==> src/rtl/clock_ctrl.sv <==
// 24-hour clock controller: debounced-by-sync push-button decoding, RUN/STOPPED/SET FSM
// and HH:MM:SS counters advanced by an external 1 Hz tick.
module clock_ctrl #(
    parameter int START_RUNNING = 1,
    parameter int SYNC_STAGES   = 2
) (
    input  logic       clk,
    input  logic       reset_n,
    input  logic       tick_1hz,
    input  logic       key_startstop_n,
    input  logic       key_mode_n,
    input  logic       key_inc_n,
    output logic       timer_enable,
    output logic [4:0] hours,
    output logic [5:0] minutes,
    output logic [5:0] seconds,
    output logic [1:0] mode,
    output logic       day_wrap
);

    typedef enum logic [1:0] {
        ST_RUN     = 2'd0,
        ST_STOPPED = 2'd1,
        ST_SET_HH  = 2'd2,
        ST_SET_MM  = 2'd3
    } state_t;

    localparam state_t RESET_STATE = (START_RUNNING != 0) ? ST_RUN : ST_STOPPED;
    localparam logic   RESET_TE    = (START_RUNNING != 0);

    // Key bit order everywhere below: [0] startstop, [1] mode, [2] inc.
    logic [2:0] r_sync [SYNC_STAGES];
    logic [2:0] r_hist;
    logic [2:0] r_ev;
    logic [2:0] w_sync_out;

    state_t     r_state;
    state_t     w_state_n;
    logic       r_timer_en;
    logic [4:0] r_hours;
    logic [5:0] r_minutes;
    logic [5:0] r_seconds;
    logic       r_day_wrap;

    logic       w_do_mode;
    logic       w_do_ss;
    logic       w_do_inc;
    logic       w_tick_run;
    logic [4:0] w_hours_n;
    logic [5:0] w_minutes_n;
    logic [5:0] w_seconds_n;
    logic       w_day_wrap_n;

    assign w_sync_out = r_sync[SYNC_STAGES-1];

    // History resets high so a key held through reset still yields one press.
    always_ff @(posedge clk or negedge reset_n) begin
        if (!reset_n) begin
            for (int i = 0; i < SYNC_STAGES; i++) begin
                r_sync[i] <= '1;
            end
            r_hist <= '1;
            r_ev   <= '0;
        end else begin
            r_sync[0] <= {key_inc_n, key_mode_n, key_startstop_n};
            for (int i = 1; i < SYNC_STAGES; i++) begin
                r_sync[i] <= r_sync[i-1];
            end
            r_hist <= w_sync_out;
            r_ev   <= r_hist & ~w_sync_out;
        end
    end

    assign w_do_mode  = r_ev[1];
    assign w_do_ss    = r_ev[0] & ~r_ev[1];
    assign w_do_inc   = r_ev[2] & ~r_ev[1] & ~r_ev[0];
    assign w_tick_run = tick_1hz && (r_state == ST_RUN);

    always_comb begin
        w_state_n = r_state;
        case (r_state)
            ST_RUN: begin
                if (w_do_mode) begin
                    w_state_n = ST_SET_HH;
                end else if (w_do_ss) begin
                    w_state_n = ST_STOPPED;
                end
            end
            ST_STOPPED: begin
                if (w_do_mode) begin
                    w_state_n = ST_SET_HH;
                end else if (w_do_ss) begin
                    w_state_n = ST_RUN;
                end
            end
            ST_SET_HH: begin
                if (w_do_mode) begin
                    w_state_n = ST_SET_MM;
                end
            end
            ST_SET_MM: begin
                if (w_do_mode) begin
                    w_state_n = ST_RUN;
                end
            end
            default: w_state_n = RESET_STATE;
        endcase
    end

    // Tick carry is computed first; a same-cycle mode press then overrides seconds only.
    always_comb begin
        w_hours_n    = r_hours;
        w_minutes_n  = r_minutes;
        w_seconds_n  = r_seconds;
        w_day_wrap_n = 1'b0;
        if (w_tick_run) begin
            if (r_seconds == 6'd59) begin
                w_seconds_n = 6'd0;
                if (r_minutes == 6'd59) begin
                    w_minutes_n = 6'd0;
                    if (r_hours == 5'd23) begin
                        w_hours_n    = 5'd0;
                        w_day_wrap_n = 1'b1;
                    end else begin
                        w_hours_n = r_hours + 5'd1;
                    end
                end else begin
                    w_minutes_n = r_minutes + 6'd1;
                end
            end else begin
                w_seconds_n = r_seconds + 6'd1;
            end
        end
        if (w_do_mode && (r_state == ST_RUN || r_state == ST_STOPPED)) begin
            w_seconds_n = 6'd0;
        end
        if (w_do_inc && r_state == ST_SET_HH) begin
            w_hours_n = (r_hours == 5'd23) ? 5'd0 : r_hours + 5'd1;
        end
        if (w_do_inc && r_state == ST_SET_MM) begin
            w_minutes_n = (r_minutes == 6'd59) ? 6'd0 : r_minutes + 6'd1;
        end
    end

    always_ff @(posedge clk or negedge reset_n) begin
        if (!reset_n) begin
            r_state    <= RESET_STATE;
            r_timer_en <= RESET_TE;
            r_hours    <= 5'd0;
            r_minutes  <= 6'd0;
            r_seconds  <= 6'd0;
            r_day_wrap <= 1'b0;
        end else begin
            r_state    <= w_state_n;
            r_timer_en <= (w_state_n == ST_RUN);
            r_hours    <= w_hours_n;
            r_minutes  <= w_minutes_n;
            r_seconds  <= w_seconds_n;
            r_day_wrap <= w_day_wrap_n;
        end
    end

    assign mode         = r_state;
    assign timer_enable = r_timer_en;
    assign hours        = r_hours;
    assign minutes      = r_minutes;
    assign seconds      = r_seconds;
    assign day_wrap     = r_day_wrap;

endmodule
==> config.mk <==
export PLATFORM = sky130hd
export DESIGN_NAME = clock_ctrl
export DESIGN_NICKNAME = d
export VERILOG_FILES = /design/src/rtl/clock_ctrl.sv
export SDC_FILE = /design/constraint.sdc
export NUM_CORES = 1
export LEC_CHECK = 0
export CAP_MARGIN = 10
export CORE_ASPECT_RATIO = 1.75
export CORE_MARGIN = 5
export CORE_UTILIZATION = 25
export DETAILED_ROUTE_END_ITERATION = 8
export PLACE_DENSITY = 0.49
export SLEW_MARGIN = 15
export SYNTH_ARGS = -nofsm -noshare
export SYNTH_HDL_FRONTEND = slang
export SYNTH_SLANG_ARGS = --single-unit
==> constraint.sdc <==
create_clock -name clk -period 4.7 [get_ports clk]
set_input_delay 0.94 -clock clk [delete_from_list [all_inputs] [get_ports clk]]
set_output_delay 0.94 -clock clk [all_outputs]
set_load 0.05 [all_outputs]
# Word-level counts from Yosys, hierarchy flattened
# Index checks and enable logic that the tools add are counted.
# Widths: inputs -> output; s select.
[word_totals]
reg_bits = 33
out_inout_bits = 21
word_cells = 64
[op_classes]
add_sub_neg = 3
eq_ne = 6
muxes = 23
n_bitwise = 7
reduce_logical = 15
[ops]
columns = ["cell", "count"]
rows = [
  ["$mux 6", 7],
  ["$mux 5", 5],
  ["$add 6x1->6 const B", 2],
  ["$eq 6x6->1 const B", 2],
  ["$mux 2", 6],
  ["$reduce_bool 2->1", 6],
  ["$pmux 2 s4", 1],
  ["$add 5x1->5 const B", 1],
  ["$eq 5x5->1 const B", 1],
  ["$eq 2x2->1 const B", 2],
  ["$logic_and 1x1->1", 4],
  ["$logic_not 2->1", 2],
  ["$mux 1", 4],
  ["$and 1x1->1", 3],
  ["$and 3x3->3", 1],
  ["$not 3->3", 1],
  ["$reduce_and 3->1", 1],
  ["$eq 2x1->1 const B", 1],
  ["$not 1->1", 2],
  ["$reduce_and 2->1", 1],
  ["$logic_or 1x1->1", 1],
]

# Logic depth before layout (Yosys ltp)
[depth]
ltp_word = 6
ltp_mapped = 6
depth_no_buf = 5

# Worst setup path before layout
# OpenSTA, ideal clock, no wires.
[synth_timing]
kind = "register to register"
from = "register r_seconds[0] (netlist: seconds[0])"
to = "register r_hours[4] (netlist: hours[4])"
setup_time_ns = 0.125
t_arrival_ns = 1.843
t_required_ns = 4.575
slack_ns = 2.732
stages_incl_launch_ff = 6
n_path_buf = 0
cell_sequence = "dfrtp_1 ha_1 and4b_1 and4_4 o211a_1 mux2_4"
[synth_between]
elab_chain_len = 3
[synth_rtl]
columns = ["item", "line_no", "source"]
rows = [
  ["start, declared", "42", "logic [5:0] r_seconds;"],
  ["start signal, assigned", "158", "r_seconds <= w_seconds_n;"],
  ["$eq 6x6->1", "117", "if (r_seconds == 6'd59) begin"],
  ["$reduce_bool 2->1 (no line)", "n/a", ""],
  ["$reduce_and 3->1 (no line)", "n/a", ""],
  ["end signal, assigned", "156", "r_hours <= w_hours_n;"],
  ["end, declared", "40", "logic [4:0] r_hours;"],
]
# No other way between the ends.
# A chain may end at the register's enable or synchronous reset.

# Worst setup path after layout
[layout_timing]
from = "register r_state[1] (netlist: mode[1])"
to = "output port mode[1]"
[layout_lines]
columns = ["item", "line_no", "source"]
rows = [
  ["start, declared", "37", "state_t r_state;"],
  ["start signal, assigned", "154", "r_state <= w_state_n;"],
  ["end, declared", "17", "output logic [1:0] mode,"],
]
# No word-level cell between the ends.

==> results.txt <==
The synthesized area is 1520 sq um, and the endpoint required time on the critical path is 3760 ps. The core footprint is 5930 sq um. Once the floorplan was initialized, standard cells occupied 25.7% of the core.

From left edge to right edge, the die measures 69.0 um. The post-synthesis simple-gate area fraction is 21.2%. For this design the total switching power over the nets is 0.573 mW.

The critical path is of the reg -> out type. Synthesized flop and latch total: 33. The count of yosys warnings during synthesis is 0. The first-pass iteration count of the detailed router is 4, and the fraction of synthesized area in multiplexers is 4.03%. IR analysis of the VDD net gives a maximum drop of 0.000289 V.

The clock tree root buffer cell is sky130_fd_sc_hd__clkbuf_8. The worst pin sits at a relative slew slack of 48.4%. For the total wire length, the log shows 3240 um.

The total chip power was 1.23 mW; the clock transition at the registers of the reported paths was 70 ps. The number of buffers inserted to repair setup after CTS is 0, and the final max-slew violation count is 0. The number of design rule violations left after detail routing was 0. Of all flip-flops after synthesis, the portion carrying an async set or reset was 100%.

The tools report the remaining global-route overflow as 0. The run gives 2 as the maximum count of clock buffers along a single path. Clock skew on the completed layout was measured at 5.93 ps. STA puts the critical path data arrival time at 1840 ps. The run gives 0 as the final hold violation count.

The final weighted congestion in routability-driven placement was 0.826; the post-layout worst setup margin was 1920 ps. By area, the combinational part of the netlist is dominated by simple AND/OR/NAND/NOR gates. The first global-routing pass estimated 5580 um of wire. The post-synth net total was 145.

The count of cells resized by post-cts repair was 0. Startpoint kind of the worst setup timing path: a register. Compared with the post-synthesis result, the final layout area differs by 27.7%.

The maximum achievable frequency came out at 360 MHz. After synthesis, the mean cell area works out to 11.2 sq um. The detail route stage leaves a number of antenna-violating nets equal to 0. The standard cell area after detailed placement was 1850 sq um.

The number of global-route vias before repair is 1202, and the synthesized instance count is 136. The tools report the detailed placement HPWL as 2390 um. The clock reaches the later pin of the worst-skew pair after 290 ps. Entering global routing, the biggest net connects 34 pins.

Element type at the critical path end: an output pin. 0 antenna diodes ended up in the layout. In this run switching power makes up 46.5% of total power. For the cts-stage hold buffer count, the log shows 0.

The critical path goes through clkdlybuf4s50_1. Dividing the final minimum period by the clock period gives 59.1%. Adder-cell share of the synthesized area: 2.47%. The number of buffers created by CTS is 5, and the routed via count divided by cell count is 4.68.

The logs give 357 ps for the worst slack on hold paths and 48 for the unique cell type count in the Yosys netlist. The fraction of the mapped netlist area in compound gates is 13.1%. The initial antenna violation count was 0. The static leakage was 0.807 nW; the minimum clock period was 2780 ps. The via count is 1143. Setup violations remaining at the end of the flow were counted as 0. The cell internal power dissipation was 0.659 mW; the largest fanout of any net on the critical path was 15. The net count of the finished layout is 174. Count of max-cap constraint violations: 0. Global-route usage over all layers: 9.55%.

At the pin with the least slew margin, the transition time is 773 ps. The logs give 33 for the sink count of the clock tree and 27 for the count of boundary I/O pins. In this run, the combinational gates consume 45.0% of the power. The H-tree depth reported by CTS was 2; the vertical die dimension was 113 um.

Of the total power, registers draw 37.5%. The detailed router finished its first iteration with 34 violations. The run finished with clean final reports. With fillers left out, the area of the finished cells amounts to 1940 sq um. Summed negative setup slack over all endpoints: 0 ps. The class of the tightest hold or removal check is reg -> reg. The slowest stage of the critical path is the sky130_fd_sc_hd__clkdlybuf4s50_1 cell. The clock network is responsible for 17.5% of the overall power.

The average wire per cell in the routed design works out to 13.3 um. Setup repair after global routing left no endpoint under its margin. Among all flip-flop cells after synthesis, the most frequent one is sky130_fd_sc_hd__dfrtp_1. The highest cell delay on the worst timing path is 910 ps, and the quantity of I/O buffers inserted on ports is 26.

The post-route netlist has 16.9% of its cells at a drive strength greater than 1. Number of rows created at floorplan: 37. Broken down by cell family, the worst path's largest delay share belongs to buffers and inverters. The fraction of the yosys area taken by sequential cells came out at 55.1%. TritonCTS built the clock tree. The number of enable-type register cells in the synthesized netlist works out to 0. The run gives 7810 sq um as the die area.

Worst setup timing slack at the placement stage: 1990 ps. Count of buffer and inverter cells on the critical path: 1. For this design the ratio of total power to cell area is 634 nW/um^2.

The synthesized netlist devotes 1.15% of its cell area to XOR and XNOR gates.
-- registers in the layout (all words and copies together) (netlist names) --
name,flops
day_wrap,1
hours,5
mode,2
r_hist,3
r_ev,3
w_sync_out,3
minutes,6
r_sync,3
timer_enable,1
seconds,6
-- power groups by stage --
stage / registers, mW / clock network [mW] / logic, mW
2_1_floorplan: 0.644 / 0 / 0.198
3_3_place_gp: 0.462 / 0 / 0.551
3_5_place_dp: 0.467 / 0 / 0.559
4_1_cts: 0.461 / 0.228 / 0.561
5_1_grt: 0.479 / 0.238 / 0.597
6_report: 0.462 / 0.215 / 0.554
-- per-layer routing --
metal | global-route usage, % | share of wire (%) | vias up
met5 | 0 | 0 | -
met4 | 5.08 | 2.5 | 0
met3 | 2.68 | 5.0 | 6
met2 | 16.8 | 54 | 23
met1 | 9.68 | 38 | 556
li1 | - | - | 558
-- cell usage in the layout (no fill, tap or decap), types with 2 or more instances in the layout --
| cell | count |
|---|---|
| sky130_fd_sc_hd__nand3_1 | 7 |
| sky130_fd_sc_hd__a21oi_1 | 7 |
| sky130_fd_sc_hd__inv_1 | 3 |
| sky130_fd_sc_hd__ha_1 | 3 |
| sky130_fd_sc_hd__a32oi_1 | 2 |
| sky130_fd_sc_hd__mux2i_1 | 2 |
| sky130_fd_sc_hd__and3b_1 | 2 |
| sky130_fd_sc_hd__nor2_1 | 3 |
| sky130_fd_sc_hd__nand2_1 | 12 |
| sky130_fd_sc_hd__nor2b_1 | 4 |
| sky130_fd_sc_hd__clkdlybuf4s50_1 | 26 |
| sky130_fd_sc_hd__or3_1 | 2 |
| sky130_fd_sc_hd__dfrtp_1 | 23 |
| sky130_fd_sc_hd__o21ai_0 | 15 |
| sky130_fd_sc_hd__nor4_1 | 3 |
| sky130_fd_sc_hd__clkinvlp_4 | 3 |
| sky130_fd_sc_hd__nand2b_1 | 2 |
| sky130_fd_sc_hd__clkbuf_8 | 5 |
| sky130_fd_sc_hd__mux2_4 | 2 |
| sky130_fd_sc_hd__dfstp_2 | 10 |
| sky130_fd_sc_hd__and3_1 | 2 |
-- synth_stat cells, types with 3 or more instances --
master / instances / share of area [%]
sky130_fd_sc_hd__dfrtp_1: 23 / 38
sky130_fd_sc_hd__o21ai_0: 15 / 4.9
sky130_fd_sc_hd__nand2_1: 12 / 3.0
sky130_fd_sc_hd__dfstp_2: 10 / 17
sky130_fd_sc_hd__a21oi_1: 7 / 2.3
sky130_fd_sc_hd__nand3_1: 7 / 2.3
sky130_fd_sc_hd__nor2b_1: 4 / 1.6
sky130_fd_sc_hd__ha_1: 3 / 2.5
sky130_fd_sc_hd__inv_1: 3 / 0.74
sky130_fd_sc_hd__nor2_1: 3 / 0.74
sky130_fd_sc_hd__nor4_1: 3 / 1.2
-- area by class of cell --
| class | count | area (sq um) |
|---|---|---|
| clock buffers | 5 | 68.8 |
| repair buffers | 27 | 268 |
| multi-input cells | 95 | 638 |
| well taps | 78 | 97.6 |
| inverters | 3 | 11.3 |
| flip-flops and latches | 33 | 838 |
| clock inverters | 3 | 22.5 |
| fillers | 637 | 3980 |
-- through the flow --
stage	util, %	cells
after detailed placement	31.3	236
after floorplan	-	136
after global routing	32.8	244
after global placement	31.3	236
after CTS	32.8	244
final	32.8	244
-- kinds of logic (layout without fill, tap and decap cells) --
kind of cell | Yosys count | count (layout)
multiplexers | 5 | 5
flip-flops | 33 | 33
AO/OA/AOI/OAI | 33 | 33
adder cells (fa/ha/maj) | 3 | 3
buffers and inverters | 8 | 38
XOR/XNOR | 2 | 2
AND/OR/NAND/NOR | 52 | 52
-- path summary, 6_finish.rpt --
| path | startpoint | endpoint | slack, ps | cells after the start |
|---|---|---|---|---|
| max in group asynchronous | reset_n | r_hist[0] | 3330 | 2 |
| min in group asynchronous | reset_n | seconds[1] | 1040 | 2 |
| worst max register to register | seconds[0] | minutes[5] | 2690 | 5 |
| worst min-delay path | r_sync[3] | w_sync_out[0] | 360 | 0 |
| worst min register to register | r_sync[3] | w_sync_out[0] | 360 | 0 |
| worst max-delay path | mode[1] | mode[1] | 1920 | 1 |
(Power assumes the default switching activity.)
